[config.mk]
export PLATFORM = sky130hd
export DESIGN_NAME = max7219_rx
export DESIGN_NICKNAME = d
export VERILOG_FILES = /design/src/rtl/max7219_rx.sv
export SDC_FILE = /design/constraint.sdc
export NUM_CORES = 1
export LEC_CHECK = 0
export CAP_MARGIN = 30
export CELL_PAD_IN_SITES_DETAIL_PLACEMENT = 0
export CELL_PAD_IN_SITES_GLOBAL_PLACEMENT = 1
export CORE_UTILIZATION = 46
export CTS_CLUSTER_DIAMETER = 40
export DETAILED_ROUTE_END_ITERATION = 8
export PLACE_DENSITY = 0.82
export SYNTH_ARGS = -nofsm -noshare
export SYNTH_HDL_FRONTEND = slang
export SYNTH_SLANG_ARGS = --single-unit
[constraint.sdc]
create_clock -name clk -period 3.1 [get_ports clk]
set_input_delay 0.31 -clock clk [delete_from_list [all_inputs] [get_ports clk]]
set_output_delay 0.31 -clock clk [all_outputs]
set_load 0.05 [all_outputs]
[src/rtl/max7219_rx.sv]
// MAX7219-compatible serial receiver: oversampled SPI frame capture plus register file.
// Optional daisy-chain output enabled by defining MAX7219_RX_DOUT_EN.
module max7219_rx (
  input  logic       clk,
  input  logic       reset_n,
  input  logic       spi_clk,
  input  logic       din,
  input  logic       cs,
  input  logic [2:0] rd_digit,
  output logic [7:0] rd_data,
  output logic [7:0] decode_mode,
  output logic [3:0] intensity,
  output logic [2:0] scan_limit,
  output logic       shutdown_n,
  output logic       display_test,
  output logic       wr_valid,
  output logic [3:0] wr_addr,
  output logic [7:0] wr_data,
  output logic       frame_err,
  output logic       dout
);

  // Bits [15:12] only matter when they are forwarded on dout.
`ifdef MAX7219_RX_DOUT_EN
  localparam int unsigned SW = 16;
`else
  localparam int unsigned SW = 12;
`endif

  typedef enum logic [1:0] {
    IDLE,
    SHIFT,
    COMMIT
  } state_t;

  state_t        state;
  logic          sclk_s1, sclk_s2, sclk_s3;
  logic          din_s1, din_s2, din_s3;
  logic          cs_s1, cs_s2, cs_s3;
  logic [1:0]    sync_ok;
  logic          armed;
  logic          sclk_rise, cs_rise, cs_fall;
  logic [4:0]    bit_cnt, cnt_nxt;
  logic [SW-1:0] shreg, shreg_nxt;
  logic [7:0]    digit [8];

  // armed is only set once cs has been genuinely seen high after reset, so a
  // cs that was already low across reset cannot open a frame.
  always_ff @(posedge clk) begin
    if (!reset_n) begin
      sclk_s1 <= 1'b0;
      sclk_s2 <= 1'b0;
      sclk_s3 <= 1'b0;
      din_s1  <= 1'b0;
      din_s2  <= 1'b0;
      din_s3  <= 1'b0;
      cs_s1   <= 1'b1;
      cs_s2   <= 1'b1;
      cs_s3   <= 1'b1;
      sync_ok <= '0;
      armed   <= 1'b0;
    end else begin
      sclk_s1 <= spi_clk;
      sclk_s2 <= sclk_s1;
      sclk_s3 <= sclk_s2;
      din_s1  <= din;
      din_s2  <= din_s1;
      din_s3  <= din_s2;
      cs_s1   <= cs;
      cs_s2   <= cs_s1;
      cs_s3   <= cs_s2;
      sync_ok <= {sync_ok[0], 1'b1};
      if (sync_ok[1] && cs_s2) begin
        armed <= 1'b1;
      end
    end
  end

  assign sclk_rise = sclk_s2 & ~sclk_s3;
  assign cs_rise   = cs_s2 & ~cs_s3;
  assign cs_fall   = ~cs_s2 & cs_s3;

  // Shift happens before the frame-length judgement when both edges coincide.
  always_comb begin
    shreg_nxt = shreg;
    cnt_nxt   = bit_cnt;
    if (sclk_rise) begin
      shreg_nxt = {shreg[SW-2:0], din_s3};
      if (bit_cnt != 5'd31) begin
        cnt_nxt = bit_cnt + 5'd1;
      end
    end
  end

  always_ff @(posedge clk) begin
    if (!reset_n) begin
      state     <= IDLE;
      bit_cnt   <= '0;
      shreg     <= '0;
      wr_valid  <= 1'b0;
      wr_addr   <= '0;
      wr_data   <= '0;
      frame_err <= 1'b0;
    end else begin
      wr_valid  <= 1'b0;
      frame_err <= 1'b0;
      case (state)
        IDLE: begin
          if (cs_fall && armed) begin
            state   <= SHIFT;
            bit_cnt <= '0;
            shreg   <= '0;
          end
        end
        SHIFT: begin
          shreg   <= shreg_nxt;
          bit_cnt <= cnt_nxt;
          if (cs_rise) begin
            if (cnt_nxt[4]) begin
              state <= COMMIT;
            end else begin
              frame_err <= 1'b1;
              state     <= IDLE;
            end
          end
        end
        COMMIT: begin
          wr_valid <= 1'b1;
          wr_addr  <= shreg[11:8];
          wr_data  <= shreg[7:0];
          state    <= IDLE;
        end
        default: state <= IDLE;
      endcase
    end
  end

  // Register file follows the wr_valid pulse, so outputs change one cycle later.
  always_ff @(posedge clk) begin
    if (!reset_n) begin
      for (int unsigned i = 0; i < 8; i++) begin
        digit[i] <= '0;
      end
      decode_mode  <= '0;
      intensity    <= '0;
      scan_limit   <= '0;
      shutdown_n   <= 1'b0;
      display_test <= 1'b0;
      rd_data      <= '0;
    end else begin
      rd_data <= digit[rd_digit];
      if (wr_valid) begin
        case (wr_addr)
          4'h1, 4'h2, 4'h3, 4'h4,
          4'h5, 4'h6, 4'h7, 4'h8: digit[3'(wr_addr - 4'd1)] <= wr_data;
          4'h9: decode_mode  <= wr_data;
          4'hA: intensity    <= wr_data[3:0];
          4'hB: scan_limit   <= wr_data[2:0];
          4'hC: shutdown_n   <= wr_data[0];
          4'hF: display_test <= wr_data[0];
          default: ;
        endcase
      end
    end
  end

`ifdef MAX7219_RX_DOUT_EN
  logic sclk_fall;
  assign sclk_fall = ~sclk_s2 & sclk_s3;

  always_ff @(posedge clk) begin
    if (!reset_n) begin
      dout <= 1'b0;
    end else if (cs_fall) begin
      dout <= 1'b0;
    end else if (sclk_fall) begin
      dout <= shreg[15];
    end
  end
`else
  assign dout = 1'b0;
`endif

endmodule
==> impl_results.md, run 1 <==
* Status: finished with violations
* Failing checks: design-rule violations
* Routed vias/inst at 5.52
* Initial Util at 48.1%
* Mapped Cells at 481
* Initial DRC count at 268
* Reg clk slew, reported paths at 0.06 ns
* WHS at 0.409 ns
* Commonest non-fill, non-tap cell in the layout: nand2_1
* Clock root buffer: clkbuf_16
* Worst R2R Path Depth at 6
* Util after Layout at 58.3%
* Critical path required time at 3.19 ns
* Crit Path Class: reg2reg
* Final WL at 12.0 mm
* Synth unique cells at 41
* Final min period at 2.45 ns
* Post-synth top area share at 34.4%
* HP Start: cs_s1
* Worst Hold Depth at 1
* Most used cell, CP: nand2_1
* Area contributors post-synth: edfxtp_1 34%, dfxtp_1 25%, and3_1 6.5%, mux4_2 6.4%, nand2_1 5.5%
* Row cnt at 39
* Yosys warning total at 0
* Register area share after synthesis at 59.5%
* Number of synthesized register bits at 134
* CP cell instances: inv_1 > ha_1 > or2b_1 > a221oi_4 > nand2_1 > nand2_1
* Design Area, Final at 0.00677 mm²
* Leak at 0.00264 µW
* Final max-slew violation count at 0
* DRC errors left at 1
* Worst-Margin Slew at 0.815 ns
* # fillers at 974
* Die Wd at 112 µm
* Async S/R FF share, synth at 0%
* # hold bufs at CTS at 0
* Clk sinks at 134
* Pwr/cell area at 605 mW/mm²
* Final Cycle Share at 78.9%
* Power, Total at 4090 µW
* Area grow syn2layout at 21.1%
* Setup Fix Bufs, Post-CTS at 0
* Diodes inserted at 0
* Unrepaired setup endpoints after global routing: no
* Clk_lat worst skew at 0.41 ns
* GRT met2 Usage at 30.8%
* Met1 usage at 26.9%
* Layout Nets at 541
* Synth Cell Area at 0.00559 mm²
* Setup crit start kind: register
* Die Span Y at 112 µm
* Syn_area_per_cell at 11.6 µm²
* Bufs and invs on worst path at 1
* Initial antenna violation count at 0
* Grt met3 use at 5.67%
* Longest Clk Path Bufs at 2
* Largest net degree at the start of global routing at 43
* Worst Hold End: cs_s2
* CP max FO at 22
* Post_cts resized at 0
* Routed len/inst at 17.5 µm
* Total GRT Usage at 20.3%
* First-pass GRT wire length at 19.0 mm
* Min-delay worst type: reg2reg
* R2R Path End: digit[7][6]
* CTS tree: yes
* Post-DP Area at 0.00617 mm²
* # port buffers at 46
* Fmax at 0.409 GHz
* Top delay family on crit path: simple AND/OR/NAND/NOR gates
* Syn Nets at 494
* Antenna Nets Post-Route at 0
* Vias at 3,773
* H-tree levels at 4
* DR pass1 iterations at 8
* Worst path arrival time at 2.53 ns
* Worst vdd ir at 357 µV
* R2R Path Start: wr_addr[0]
* Num CTS Buffers at 17
* Busiest grt layer: met2
* R2r setup slk at 0.65 ns
* Setup TNS at 0 ns
* Most frequent cells in the layout: 82 x nand2_1, 70 x dfxtp_1, 64 x edfxtp_1, 58 x and3_1
* Gr ovfl total at 0
* Max_cap viols at 0
* Critical-path top delay cell: a221oi_4
* Clock skew at 0.00575 ns
* CORE AREA at 0.0116 mm²
* Slew margin rel. at 45.5%
* Final hold vios at 0
* CP Capture Type: register
* Gp weighted congestion at 0.785
* Finish-stage setup viols at 0
* HPWL after DPL at 7.86 mm
* Crit-path max cell delay at 0.63 ns
* Number of enable flip-flop cells after synthesis at 64
* Ys flop type: dfxtp_1
* Share of layout cells above drive strength 1 at 13.5%
* Cell taking the most area after synthesis: edfxtp_1
* Die ar. at 0.0126 mm²
* I/O pins at 48
* Number of global-route vias before repair at 3,589
* Crit path launch: wr_addr[0]
-- layout make-up --
cell class,instances,area [µm²],area share (%)
well taps,143,179,2.64
inverters,4,15.0,0.222
clock buffers,20,437,6.45
repair buffers,64,608,8.98
multi-input cells,307,2050,30.3
flip-flops and latches,134,3320,49.1
clock inverters,12,159,2.35
-- flip-flops by register name, indices dropped and copies added, names as in the netlist, 4 cells and up --
signal / flops
intensity: 4
wr_addr: 4
decode_mode: 8
rd_data: 8
digit: 64
wr_data: 8
bit_cnt: 5
shreg: 12
-- logic make-up after synthesis --
logic type / share of synthesized area (%)
flip-flops: 59.5
adder cells (fa/ha/maj): 1.12
buffers and inverters: 3.90
other: 0.0671
XOR/XNOR: 0.313
multiplexers: 8.24
AND/OR/NAND/NOR: 20.8
AO/OA/AOI/OAI: 6.13
-- power by group --
group / leakage [µW] / switching [µW] / internal (µW) / total (µW)
registers: 0.00123 / 15.3 / 1890 / 1910
logic: 0.00112 / 93.4 / 64.6 / 158
clock network: 0.000290 / 699 / 1330 / 2030
total: 0.00264 / 808 / 3290 / 4090
-- per-layer routing --
metal / up-vias / routed length [µm]
li1: 1818 / -
met1: 1805 / 5340
met2: 128 / 5600
met3: 22 / 748
met4: 0 / 299
met5: - / 0
-- worst max path at each step --
stage | end | slack [ns] | depth (start not counted)
global placement | digit[7][4] | 0.77 | 6
floorplan | digit[1][0] | 0.54 | 7
detailed placement | digit[7][6] | 0.67 | 6
finish | digit[7][6] | 0.65 | 6
CTS | digit[5][4] | 0.66 | 7
global route | digit[7][2] | 0.46 | 6
-- metrics by stage --
step | setup slack, ns | std cells
5_1_grt | 0.457 | 684
6_report | 0.654 | 684
2_1_floorplan | 0.537 | 481
3_3_place_gp | 0.767 | 652
3_5_place_dp | 0.673 | 652
4_1_cts | 0.663 | 684
-- cell usage after synthesis, types with 2 or more instances --
cell type / count
buf_2: 5
inv_1: 4
edfxtp_1: 64
nand3b_1: 13
o21ai_0: 2
nand3_1: 11
mux2i_1: 10
and3_2: 6
ha_1: 5
nand4_1: 3
nand2b_1: 8
dfxtp_1: 70
a21oi_1: 46
a311oi_1: 2
nand2_1: 82
and2_1: 8
buf_6: 7
nor2_1: 17
mux4_2: 16
clkbuf_1: 16
buf_4: 2
and3_1: 58
buf_1: 5
a221oi_4: 2
nor2b_1: 3
-- worst reg2reg max path, stage by stage, from the launching register on --
cell and delay, ns:
dfxtp_1 0.38, inv_1 0.12, ha_1 0.27, or2b_1 0.32, a221oi_4 0.63, nand2_1 0.12
nand2_1 0.28
No activity file was read; power rests on OpenSTA's default activity.
==> run 2, diff against run 1 <==
clock period = 2.49 ns   (was 3.1 ns; I/O delays follow)
==> run 2 against run 1 <==
Net effect:
- the run still ends with design-rule violations left
- sequential share of layout area shrank 0.72 points
- critical endpoint is now digit[7][3]
- die area is the same
- via count shrank 2.6%
- final area grew 1.5%
- clock skew grew 0.0016 ns
==> impl_results.md, run 2 (synthesis results as in run 1) <==
* Setup Fix Bufs, Post-CTS at 0
* Total GRT Usage at 20.4%
* CP max FO at 13
* Setup crit start kind: register
* Clk sinks at 134
* Initial Util at 48.1%
* Critical path required time at 2.57 ns
* Die Wd at 112 µm
* Die Span Y at 112 µm
* I/O pins at 48
* Clock skew at 0.00737 ns
* Design Area, Final at 0.00687 mm²
* Top delay family on crit path: simple AND/OR/NAND/NOR gates
* Worst R2R Path Depth at 6
* CTS tree: yes
* Routed vias/inst at 5.32
* Longest Clk Path Bufs at 2
* Final hold vios at 0
* Leak at 0.00269 µW
* # hold bufs at CTS at 0
* Crit-path max cell delay at 0.49 ns
* Post_cts resized at 0
* Bufs and invs on worst path at 1
* Status: finished with violations
* Max reg flops at 64
* HPWL after DPL at 7.87 mm
* Initial antenna violation count at 0
* Diodes inserted at 0
* Worst Hold Depth at 1
* Gr ovfl total at 0
* Worst vdd ir at 416 µV
* Initial DRC count at 223
* Pwr/cell area at 776 mW/mm²
* Post-route setup slack at 0.290 ns
* Largest registers: digit: 64 flops, shreg: 12 flops
* Most used cell, CP: nand2_1
* DRC errors left at 1
* Antenna Nets Post-Route at 0
* # fillers at 946
* Final WL at 11.9 mm
* Final Cycle Share at 88.3%
* DR pass1 iterations at 7
* CP cell instances: inv_1 > ha_1 > or2b_1 > a221oi_4 > nand2_1 > nand2_1
* Worst-Margin Slew at 0.525 ns
* Row cnt at 39
* Layout Nets at 548
* Most frequent cells in the layout: 82 x nand2_1, 69 x dfxtp_1, 64 x edfxtp_1, 58 x and3_1
* Slew margin rel. at 64.9%
* Post-DP Area at 0.00621 mm²
* Min-delay worst type: reg2reg
* Routed len/inst at 17.2 µm
* Worst path arrival time at 2.28 ns
* CORE AREA at 0.0116 mm²
* Num CTS Buffers at 17
* Setup TNS at 0 ns
* First-pass GRT wire length at 19.2 mm
* Clk_lat worst skew at 0.41 ns
* Max_cap viols at 0
* Die ar. at 0.0126 mm²
* Final max-slew violation count at 0
* Clock root buffer: clkbuf_16
* CP Capture Type: register
* Gp weighted congestion at 0.787
* Reg clk slew, reported paths at 0.06 ns
* Setup slack at placement at 0.287 ns
* Util after Layout at 59.2%
* CP Depth at 6
* Failing checks: design-rule violations
* Fmax at 0.455 GHz
* Area grow syn2layout at 23.0%
* Unrepaired setup endpoints after global routing: no
* Finish-stage setup viols at 0
* Reg with most FFs: digit
* Crit Path Class: reg2reg
* Final min period at 2.20 ns
* Number of global-route vias before repair at 3,685
* Largest net degree at the start of global routing at 43
* Vias at 3,674
* Critical-path top delay cell: a221oi_4
* Share of layout cells above drive strength 1 at 15.1%
* H-tree levels at 4
* Commonest non-fill, non-tap cell in the layout: nand2_1
* # port buffers at 46
## run 2: power by group
part / internal (µW) / leakage (µW) / switching, µW
clock: 1860 / 0.000313 / 899
combinational: 80.0 / 0.00115 / 116
sequential: 2360 / 0.00123 / 19.5
## run 2: area by class of cell
class / count / area (µm²) / area share, %
flip-flops and latches: 134 / 3320 / 48.4
multi-input cells: 307 / 2050 / 29.8
repair buffers: 71 / 648 / 9.43
clock buffers: 17 / 425 / 6.19
clock inverters: 15 / 233 / 3.39
well taps: 143 / 179 / 2.60
inverters: 4 / 15.0 / 0.218
## run 2: routing by layer
| metal | share of wire (%) | track usage, % | vias to the layer above |
|---|---|---|---|
| li1 | - | - | 1829 |
| met1 | 44 | 27.1 | 1740 |
| met2 | 49 | 32.1 | 103 |
| met3 | 6.6 | 5.67 | 2 |
| met4 | 0.29 | 7.11 | 0 |
| met5 | 0 | 0 | - |
## run 2: through the flow
stage	total power [µW]	hold slack [ns]	instances
floorplan	2560	0.277	481
global placement	2620	0.397	659
detailed placement	2620	0.404	659
CTS	5390	0.404	691
global route	5500	0.423	691
finish	5340	0.408	691
## run 2: worst paths after layout
kind                       to  slack [ns]        from
setup reg to reg  digit[7][3]        0.29  wr_addr[0]
setup / recovery  digit[7][3]        0.29  wr_addr[0]
hold reg to reg         cs_s2        0.41       cs_s1
hold / removal          cs_s2        0.41       cs_s1
==> run 3, diff against run 2 <==
ABC_CLOCK_PERIOD_IN_PS = 2490   (was default)
CAP_MARGIN = 20   (was 30)
==> results of run 3 <==
The final DEF is identical to that of run 2; final timing and power are the same.
